==> config.mk <==
export PLATFORM = sky130hd
export DESIGN_NAME = id_ex_stage
export DESIGN_NICKNAME = d
export VERILOG_FILES = /design/src/rtl/id_ex_stage.sv
export SDC_FILE = /design/constraint.sdc
export NUM_CORES = 1
export LEC_CHECK = 0
export ABC_AREA = 1
export CORE_ASPECT_RATIO = 1.75
export CORE_MARGIN = 3
export CORE_UTILIZATION = 30
export DETAILED_ROUTE_END_ITERATION = 7
export PLACE_DENSITY_LB_ADDON = 0.25
export REMOVE_ABC_BUFFERS = 1
export SYNTH_ARGS = -nofsm -noshare
export SYNTH_HDL_FRONTEND = slang
export SYNTH_SLANG_ARGS = --single-unit
==> constraint.sdc <==
create_clock -name clk -period 11 [get_ports clk]
set_input_delay 2.75 -clock clk [delete_from_list [all_inputs] [get_ports clk]]
set_output_delay 2.75 -clock clk [all_outputs]
set_load 0.03 [all_outputs]
==> src/rtl/id_ex_stage.sv <==
// ID/EX pipeline register with MEM/WB operand forwarding and load-use hazard detection.
// Bubbles (flush or invalid capture) clear every registered field, ALU source selects included.
module id_ex_stage #(
  parameter int DATAWIDTH = 32,
  parameter int REGADDR   = 5
) (
  input  logic                 clk,
  input  logic                 rst,
  input  logic                 valid_i,
  input  logic                 stall_i,
  input  logic                 flush_i,
  input  logic [DATAWIDTH-1:0] RD1_i,
  input  logic [DATAWIDTH-1:0] RD2_i,
  input  logic [DATAWIDTH-1:0] ImmExt_i,
  input  logic [DATAWIDTH-1:0] PC_i,
  input  logic [REGADDR-1:0]   Rs1_i,
  input  logic [REGADDR-1:0]   Rs2_i,
  input  logic [REGADDR-1:0]   Rd_i,
  input  logic [3:0]           ALUctrl_i,
  input  logic                 ALUSrcA_i,
  input  logic                 ALUSrcB_i,
  input  logic                 RegWrite_i,
  input  logic                 MemRead_i,
  input  logic [REGADDR-1:0]   MemRd_i,
  input  logic [REGADDR-1:0]   WbRd_i,
  input  logic                 MemRegWrite_i,
  input  logic                 WbRegWrite_i,
  input  logic [DATAWIDTH-1:0] MemData_i,
  input  logic [DATAWIDTH-1:0] WbData_i,
  output logic [DATAWIDTH-1:0] SrcA_o,
  output logic [DATAWIDTH-1:0] SrcB_o,
  output logic [3:0]           ALUctrl_o,
  output logic [DATAWIDTH-1:0] WriteData_o,
  output logic [DATAWIDTH-1:0] PC_o,
  output logic [REGADDR-1:0]   Rd_o,
  output logic                 RegWrite_o,
  output logic                 MemRead_o,
  output logic                 valid_o,
  output logic                 hazard_o
);

  typedef struct packed {
    logic                 valid;
    logic                 reg_write;
    logic                 mem_read;
    logic                 alu_src_a;
    logic                 alu_src_b;
    logic [3:0]           alu_ctrl;
    logic [REGADDR-1:0]   rs1;
    logic [REGADDR-1:0]   rs2;
    logic [REGADDR-1:0]   rd;
    logic [DATAWIDTH-1:0] rd1;
    logic [DATAWIDTH-1:0] rd2;
    logic [DATAWIDTH-1:0] imm;
    logic [DATAWIDTH-1:0] pc;
  } stage_t;

  stage_t stage_q;
  logic [DATAWIDTH-1:0] fwd_rs1;
  logic [DATAWIDTH-1:0] fwd_rs2;

  always_ff @(posedge clk or posedge rst) begin
    if (rst) begin
      stage_q <= '0;
    end else if (flush_i || (!stall_i && !valid_i)) begin
      stage_q <= '0;
    end else if (!stall_i) begin
      stage_q.valid     <= 1'b1;
      stage_q.reg_write <= RegWrite_i;
      stage_q.mem_read  <= MemRead_i;
      stage_q.alu_src_a <= ALUSrcA_i;
      stage_q.alu_src_b <= ALUSrcB_i;
      stage_q.alu_ctrl  <= ALUctrl_i;
      stage_q.rs1       <= Rs1_i;
      stage_q.rs2       <= Rs2_i;
      stage_q.rd        <= Rd_i;
      stage_q.rd1       <= RD1_i;
      stage_q.rd2       <= RD2_i;
      stage_q.imm       <= ImmExt_i;
      stage_q.pc        <= PC_i;
    end
  end

  // MEM is the younger producer, so it is checked before WB; x0 is never forwarded.
  always_comb begin
    fwd_rs1 = stage_q.rd1;
    if (MemRegWrite_i && (MemRd_i != '0) && (MemRd_i == stage_q.rs1))
      fwd_rs1 = MemData_i;
    else if (WbRegWrite_i && (WbRd_i != '0) && (WbRd_i == stage_q.rs1))
      fwd_rs1 = WbData_i;

    fwd_rs2 = stage_q.rd2;
    if (MemRegWrite_i && (MemRd_i != '0) && (MemRd_i == stage_q.rs2))
      fwd_rs2 = MemData_i;
    else if (WbRegWrite_i && (WbRd_i != '0) && (WbRd_i == stage_q.rs2))
      fwd_rs2 = WbData_i;
  end

  assign SrcA_o      = stage_q.alu_src_a ? stage_q.pc  : fwd_rs1;
  assign SrcB_o      = stage_q.alu_src_b ? stage_q.imm : fwd_rs2;
  assign WriteData_o = fwd_rs2;
  assign ALUctrl_o   = stage_q.alu_ctrl;
  assign PC_o        = stage_q.pc;
  assign Rd_o        = stage_q.rd;
  assign RegWrite_o  = stage_q.reg_write;
  assign MemRead_o   = stage_q.mem_read;
  assign valid_o     = stage_q.valid;

  assign hazard_o = stage_q.valid && stage_q.mem_read && (stage_q.rd != '0) && valid_i &&
                    ((stage_q.rd == Rs1_i) || (stage_q.rd == Rs2_i));

endmodule

# After elaboration in Yosys (flattened, before gate mapping)
# Cells that the tools add are included.
[word_totals]
ff_bits = 152
input_bits = 232
out_inout_bits = 141
elab_cells = 46
[classes]
eq_ne = 7
mux = 8
reduce_logical = 18
[ops]
columns = ["operator", "n"]
rows = [
  ["$mux 152", 2],
  ["$mux 32", 6],
  ["$eq 5x5->1", 6],
  ["$reduce_bool 5->1", 3],
  ["$logic_and 1x1->1", 11],
  ["$logic_not 1->1", 2],
  ["$logic_or 1x1->1", 2],
  ["$ne 2x1->1 const B", 1],
]

# Longest topological paths before layout
# Gate-level depths: netlist of the first run.
[logic_depth]
ltp_word = 6
mapped_depth = 11
mapped_depth_nobuf = 10

# Worst setup path before layout of the first run
# No wires, ideal clock.
[synth_path]
kind = "input to output"
startpoint = "input port WbRd_i[2]"
endpoint = "output port SrcB_o[11]"
t_arrival_ns = 3.802
t_required_ns = 8.250
setup_slack_ns = 4.448
path_stages = 7
n_path_buf = 1
path_cell_list = "xor2_1 nor2_2 buf_2 nand3_1 nand3_2 nand3_1 nand2_1"
[synth_between]
elab_chain_cells = 6
word_cells_on_any_way = 7
classes_between = "eq/ne: 1; mux: 3; reduce/logical: 3"
[synth_lines]
columns = ["element", "line", "text"]
rows = [
  ["start: declaration", "25", "input logic [REGADDR-1:0] WbRd_i,"],
  ["$reduce_bool 5->1", "95", "else if (WbRegWrite_i && (WbRd_i != '0) && (WbRd_i == stage_q.rs2))"],
  ["$logic_and 1x1->1", "95", ""],
  ["$logic_and 1x1->1 *", "95", ""],
  ["$mux 32 *", "95", ""],
  ["$mux 32 *", "93", "if (MemRegWrite_i && (MemRd_i != '0) && (MemRd_i == stage_q.rs2))"],
  ["$mux 32 *", "100", "assign SrcB_o = stage_q.alu_src_b ? stage_q.imm : fwd_rs2;"],
  ["end: declaration", "31", "output logic [DATAWIDTH-1:0] SrcB_o,"],
]
# Mark *: on every way between the ends. The rest lies on a longest branch, timed or not.

# Final worst setup path of the first run
[layout_path]
startpoint = "input port WbRd_i[4]"
endpoint = "output port WriteData_o[2]"
[layout_between]
elab_chain_cells = 5
word_cells_on_any_way = 6
classes_between = "eq/ne: 1; mux: 2; reduce/logical: 3"
[layout_lines]
columns = ["element", "line", "text"]
rows = [
  ["$reduce_bool 5->1", "95", ""],
  ["$logic_and 1x1->1", "95", ""],
  ["$logic_and 1x1->1 *", "95", ""],
  ["$mux 32 *", "95", ""],
  ["$mux 32 *", "93", ""],
  ["end: declaration", "33", "output logic [DATAWIDTH-1:0] WriteData_o,"],
]
# Marked as above.

==> reports/results.tsv, run 1 <==
stage	metric	value	unit
synth	synth_edf_count	0	
sta	final_max_slew_viol_count	0	
cells_and_area	area_growth	41.9	%
sta	rsz0062_at_grt	no	
sta	final.period_utilization	0.807	
floorplan	core_area	0.0323	mm^2
sta	worstMarginPinSlew	1120	ps
synth	synthMostInstantiatedCell	nand3_1	
cells_and_area	fillers	3319	
global_routing	grt_pass1_wl	63.2	mm
cts	cts.sinks	152	
floorplan	die-height	246	um
synth	syn_avg_cell_area	6.98	um^2
sta	report.final.hold_viol_count	0	
global_routing	grt_overflow	0	
pwr	leakage	6.88	nW
setup_path	end_kind	output pin	
pwr	ir_drop	115	uV
setup_path	arrival	6130	ps
global_routing	grtUsageTotal	0.234	
cts	post-cts-setup-buffers	0	
cts	cts.reportedPaths.clkPinSlew	60	ps
setup_path	rr_startpoint	stage_q[147]	
setup_path	start_kind	input pin	
synth	synth_seq_cells	152	
synth	ys_warn_count	0	
cells_and_area	final_area	0.0140	mm^2
global_routing	grt_max_degree	202	
cts	cts_tree	done	
sta	max_freq	113	MHz
cells_and_area	layout-drive-gt1-share	0.0494	
synth	synth-seq-area-share	0.385	
global_routing	antenna_found_initial	8	
job	drv_cap	0	
detailed_routing	drtAntennaViolNets	0	
sta	fin_hold_ws	506	ps
sta	finalClockSkew	0	ps
synth	ys_top_cells_by_count	500 x nand3_1, 413 x nand2_1, 152 x dfrtp_1	
cts	h-tree-depth	4	
place	placed_area	0.0134	mm^2
detailed_routing	drtIter0Drc	787	
detailed_routing	vias	10700	
setup_path	worstPathMaxFanout	33	
synth	syn_area	0.00988	mm^2
floorplan	num_rows	87	
setup_path	rr_endpoint	stage_q[147]	
cells_and_area	fin_util	0.434	
place	gp_congestion	0.882	
setup_path	cp-startpoint	WbRd_i[4]	
synth	synth_top_area_frac	0.385	
cts	hold_buffers	0	
cts	ctsResizeCount	0	
detailed_routing	wirelength	42.1	mm
floorplan	dieArea	0.0352	mm^2
synth	syn-instance-count	1417	
setup_path	criticalPathCategory	input pin to output pin	
cts	clockBufferDepth	2	
setup_path	crit_end	WriteData_o[2]	
setup_path	r2r_slack	8690	ps
place	numPortBuffers	372	
setup_path	worstRegToRegCells	2	
place	dp_hpwl	27.8	mm
synth	async_flop_share	1.00	
cells_and_area	nNetsFinal	1898	
cts	clockRootBuffer	clkbuf_16	
sta	maxSlewHeadroom	0.253	
detailed_routing	drc_errors	0	
sta	min_period	8880	ps
worst_hold_path	hold_class	flip-flop to flip-flop	
floorplan	start_util	0.306	
global_routing	grt_pass1_vias	10600	
synth	ys.flop_type	dfrtp_1	
synth	synthTopCellsByArea	dfrtp_1 38%, nand3_1 25%, nand2_1 16%, buf_4 3.3%, inv_1 3.1%	
floorplan	io_pins	373	
floorplan	die_x	143	um
run_status	outcome	finished, final reports clean	
detailed_routing	via_per_inst	5.12	
pwr	powerDensity	126	mW/mm^2
setup_path	cp.required	8250	ps
detailed_routing	wl_per_cell	20.2	um
sta	finalSetupViolCount	0	
cts	cts_buffers	17	
synth	ys_types	29	
synth	synth_area_leader_cell	dfrtp_1	
detailed_routing	drt_pre_antenna_iters	5	
cts	insertion_delay	450	ps
stage by stage:
stage | setup TNS [ps] | worst slack, ps | total power (W) | instances
after detailed placement | 0 | 2180 | 0.00117 | 2047
after global placement | 0 | 2200 | 0.00116 | 2047
after CTS | 0 | 2170 | 0.00178 | 2079
after global routing | 0 | 1960 | 0.00185 | 2086
after floorplan | -1296180 | -8910 | 0.000898 | 1261
final | 0 | 2120 | 0.00176 | 2086
layout by cell type, fill, tap and decap left out, types with 3 or more instances in the layout:
master,count
xor2_1,10
nand3_1,500
clkinvlp_4,5
nor2_1,8
o21ai_0,9
clkbuf_1,3
xnor2_1,11
diode_2,7
nor2_4,7
dfrtp_1,150
inv_1,78
nand2_2,3
nand3_2,20
o22ai_1,5
nand2_1,410
buf_4,14
and2_1,32
clkbuf_16,17
clkdlybuf4s50_1,371
flip-flops by register name (all words and copies together) (netlist names):
register and cells:
valid_o 1, Rd_o 5, MemRead_o 1, RegWrite_o 1, PC_o 32, ALUctrl_o 4
stage_q 108
metal layers:
layer	vias to the layer above	share of wire	global-route usage	routed length, um
met1	5033	0.38	0.270	15800
met2	461	0.53	0.419	22300
met5	-	0.00026	0	11
met4	2	0.031	0.0959	1320
li1	5116	-	-	-
met3	73	0.064	0.0427	2710
critical path: stages:
cell and delay, ps:
clkdlybuf4s50_1 530, nor2_1 80, nand3_1 100, nand2_2 90
nor2_4 870, nand2_4 560, nand2_1 210, nand3_1 100
and2_1 200, clkdlybuf4s50_1 610
how the worst min path moves through the flow:
stage,start,end,cells after the start
floorplan,stage_q[32],stage_q[32],2
detailed placement,stage_q[37],stage_q[37],2
global placement,stage_q[93],stage_q[93],2
CTS,stage_q[37],stage_q[37],2
finish,stage_q[116],stage_q[116],2
global route,stage_q[116],stage_q[116],2
layout make-up:
type	instances	area, um^2	area share
multi-input combinational	1028	4970	0.354
timing repair buffer	386	3840	0.274
clock inverter	10	120	0.00857
clock buffer	22	464	0.0331
inverter	81	309	0.0220
tap	400	500	0.0357
sequential	152	3810	0.271
antenna	7	17.5	0.00125
kinds of logic (layout without fill, tap and decap cells):
logic type             Yosys count  after routing  synth area share
AND/OR/NAND/NOR                988            988             0.467
buffers and inverters          237            499             0.117
other                            0              7                 0
XOR/XNOR                        21             21            0.0186
AO/OA/AOI/OAI                   19             19            0.0123
flip-flops                     152            152             0.385
power by group:
group	internal, W	switching [W]
logic	0.000215	0.000309
registers	0.000597	0.0000343
clock network	0.000347	0.000263
total	0.00116	0.000606
No activity file was read; power rests on OpenSTA's default activity.
==> run 2: changes to the inputs <==
==> constraint.sdc (replaced) <==
create_clock -name clk -period 7.58 [get_ports clk]
set_input_delay 1.895 -clock clk [delete_from_list [all_inputs] [get_ports clk]]
set_output_delay 1.895 -clock clk [all_outputs]
set_load 0.03 [all_outputs]
==> reports/results.tsv, run 2 (synthesis gave the netlist of run 1 again) <==
stage	metric	value	unit	change
detailed_routing	drt_pre_antenna_iters	5		unchanged
global_routing	grt_overflow	0		unchanged
sta	finalClockSkew	0	ps	unchanged
cts	cts_tree	done		
floorplan	num_rows	87		unchanged
pwr	ir_drop	158	uV	+38%
cells_and_area	final_common_cell	nand3_1		
place	placed_area	0.0134	mm^2	about the same
detailed_routing	drtIter0Drc	864		+9.8%
cts	clockBufferDepth	2		unchanged
cells_and_area	largest-register	stage_q		
cts	ctsResizeCount	0		unchanged
sta	setup_tns	0	ps	unchanged
sta	finalSetupViolCount	0		unchanged
floorplan	start_util	0.306		unchanged
sta	final.period_utilization	0.864		
global_routing	grt_max_degree	113		-44%
setup_path	start_kind	input pin		
global_routing	grtUsageTotal	0.234		+0.000256
cts	insertion_delay	450	ps	about the same
floorplan	core_area	0.0323	mm^2	unchanged
setup_path	rr_startpoint	stage_q[148]		
floorplan	die_x	143	um	unchanged
worst_hold_path	hold_class	flip-flop to flip-flop		
setup_path	rr_endpoint	stage_q[148]		
sta	min_period	6550	ps	
floorplan	io_pins	373		unchanged
worst_hold_path	hold_start	stage_q[65]		
global_routing	grt_pass1_wl	63.2	mm	+0.11%
floorplan	dieArea	0.0352	mm^2	unchanged
sta	maxSlewHeadroom	0.230		-0.0228
place	numPortBuffers	372		unchanged
pwr	leakage	6.93	nW	+0.77%
pwr	finalPower	0.00257	W	+46%
setup_path	end_kind	output pin		
cts	h-tree-depth	4		unchanged
cells_and_area	final_area	0.0140	mm^2	+0.13%
global_routing	grt_pass1_vias	10700		+1.0%
detailed_routing	wl_per_cell	20.2	um	about the same
cts	cts_buffers	17		unchanged
cts	cts.sinks	152		unchanged
cells_and_area	area_growth	42.1	%	
cts	post-cts-setup-buffers	0		unchanged
detailed_routing	wirelength	42.2	mm	+0.20%
floorplan	die-height	246	um	unchanged
detailed_routing	drtAntennaViolNets	0		unchanged
job	drv_cap	0		unchanged
setup_path	cp.required	5690	ps	-2560 ps
setup_path	arrival	4660	ps	-1470 ps
global_routing	antenna_found_initial	8		unchanged
place	pre_cts_ws	1020	ps	-1160 ps
pwr	powerDensity	183	mW/mm^2	+46%
setup_path	criticalPathCategory	input pin to output pin		
cts	hold_buffers	0		unchanged
detailed_routing	via_per_inst	5.16		+0.73%
sta	worstMarginPinSlew	1150	ps	+36.8 ps
sta	setup_slack	1030	ps	-1100 ps
run_status	outcome	finished, final reports clean		
cells_and_area	most-common-layout-cells	500 x nand3_1, 410 x nand2_1, 361 x clkdlybuf4s50_1		
setup_path	worstPathMaxFanout	32		-3.0%
sta	rsz0062_at_grt	no		
cts	cts.reportedPaths.clkPinSlew	60	ps	about the same
place	gp_congestion	0.900		+2.1%
detailed_routing	vias	10800		+1.0%
cells_and_area	nNetsFinal	1903		+0.26%
detailed_routing	drc_errors	0		unchanged
cells_and_area	largest_reg_flops	108		unchanged
cts	clockRootBuffer	clkbuf_16		
cells_and_area	layout-drive-gt1-share	0.0594		+0.00995
sta	fin_hold_ws	506	ps	unchanged
sta	report.final.hold_viol_count	0		unchanged
setup_path	r2r_slack	5270	ps	-3420 ps
setup_path	worstRegToRegCells	4		+2
worst_hold_path	whs_path_depth	2		unchanged
sta	max_freq	153	MHz	
sta	final_max_slew_viol_count	0		unchanged
worst_hold_path	holdPathEnd	stage_q[65]		
place	dp_hpwl	28.0	mm	+1.0%
==> run 2: cell types whose count changed in the layout (fill, tap and decap cells not counted) <==
| cell | previous run | this run |
|---|---|---|
| buf_4 | 14 | 29 |
| clkdlybuf4s50_1 | 371 | 361 |
| inv_6 | 2 | 5 |
| clkbuf_1 | 3 | 1 |
| clkinvlp_4 | 5 | 3 |
| clkbuf_8 | 2 | 1 |
| clkinv_2 | 1 | 2 |
| clkinv_4 | 1 | 2 |
| diode_2 | 7 | 8 |
==> run 2: final cells by class <==
type | count | area, um^2
clock buffers | 19 | 443
well taps | 400 | 500
clock inverters | 13 | 145
fillers | 3332 | 18300
repair buffers | 391 | 3850
flip-flops and latches | 152 | 3810
inverters | 81 | 309
multi-input cells | 1028 | 4970
diodes | 8 | 20.0
==> run 2: how the worst max path moves through the flow <==
stage	from	endpoint	slack, ps	depth (start not counted)
5_1_grt	WbRd_i[4]	SrcB_o[30]	830	11
3_3_place_gp	WbRd_i[4]	SrcB_o[2]	1010	11
4_1_cts	WbRd_i[0]	WriteData_o[18]	1010	9
3_5_place_dp	WbRd_i[0]	SrcB_o[2]	1020	10
6_report	WbRd_i[0]	SrcB_o[30]	1030	10
2_1_floorplan	valid_i	stage_q[134]	-11470	5
==> run 2: through the flow <==
step,cells,utilization
6_report,2092,0.434
5_1_grt,2091,0.434
4_1_cts,2084,0.434
3_5_place_dp,2052,0.415
3_3_place_gp,2052,0.415
2_1_floorplan,1261,-
==> run 2: power by group <==
part | leakage [nW] | switching, W | internal, W
Combinational | 4.64 | 0.000455 | 0.000313
Clock | 0.281 | 0.000395 | 0.000498
Sequential | 2.00 | 0.0000456 | 0.000866
==> run 2: metal layers <==
metal	GRT usage	vias to the layer above	share of wire
met1	0.278	5163	0.40
met4	0.0934	2	0.030
li1	-	5120	-
met2	0.410	439	0.52
met5	0	-	0.00031
met3	0.0451	70	0.054
==> run 2: critical path: stages <==
cell and delay (ps):
clkdlybuf4s50_1 530, xnor2_1 140, nand3_1 130, nor2_4 440, nand2_4 410, nand2_1 180
nand3_2 80, nand3_1 100, nand2_1 110, clkdlybuf4s50_1 610
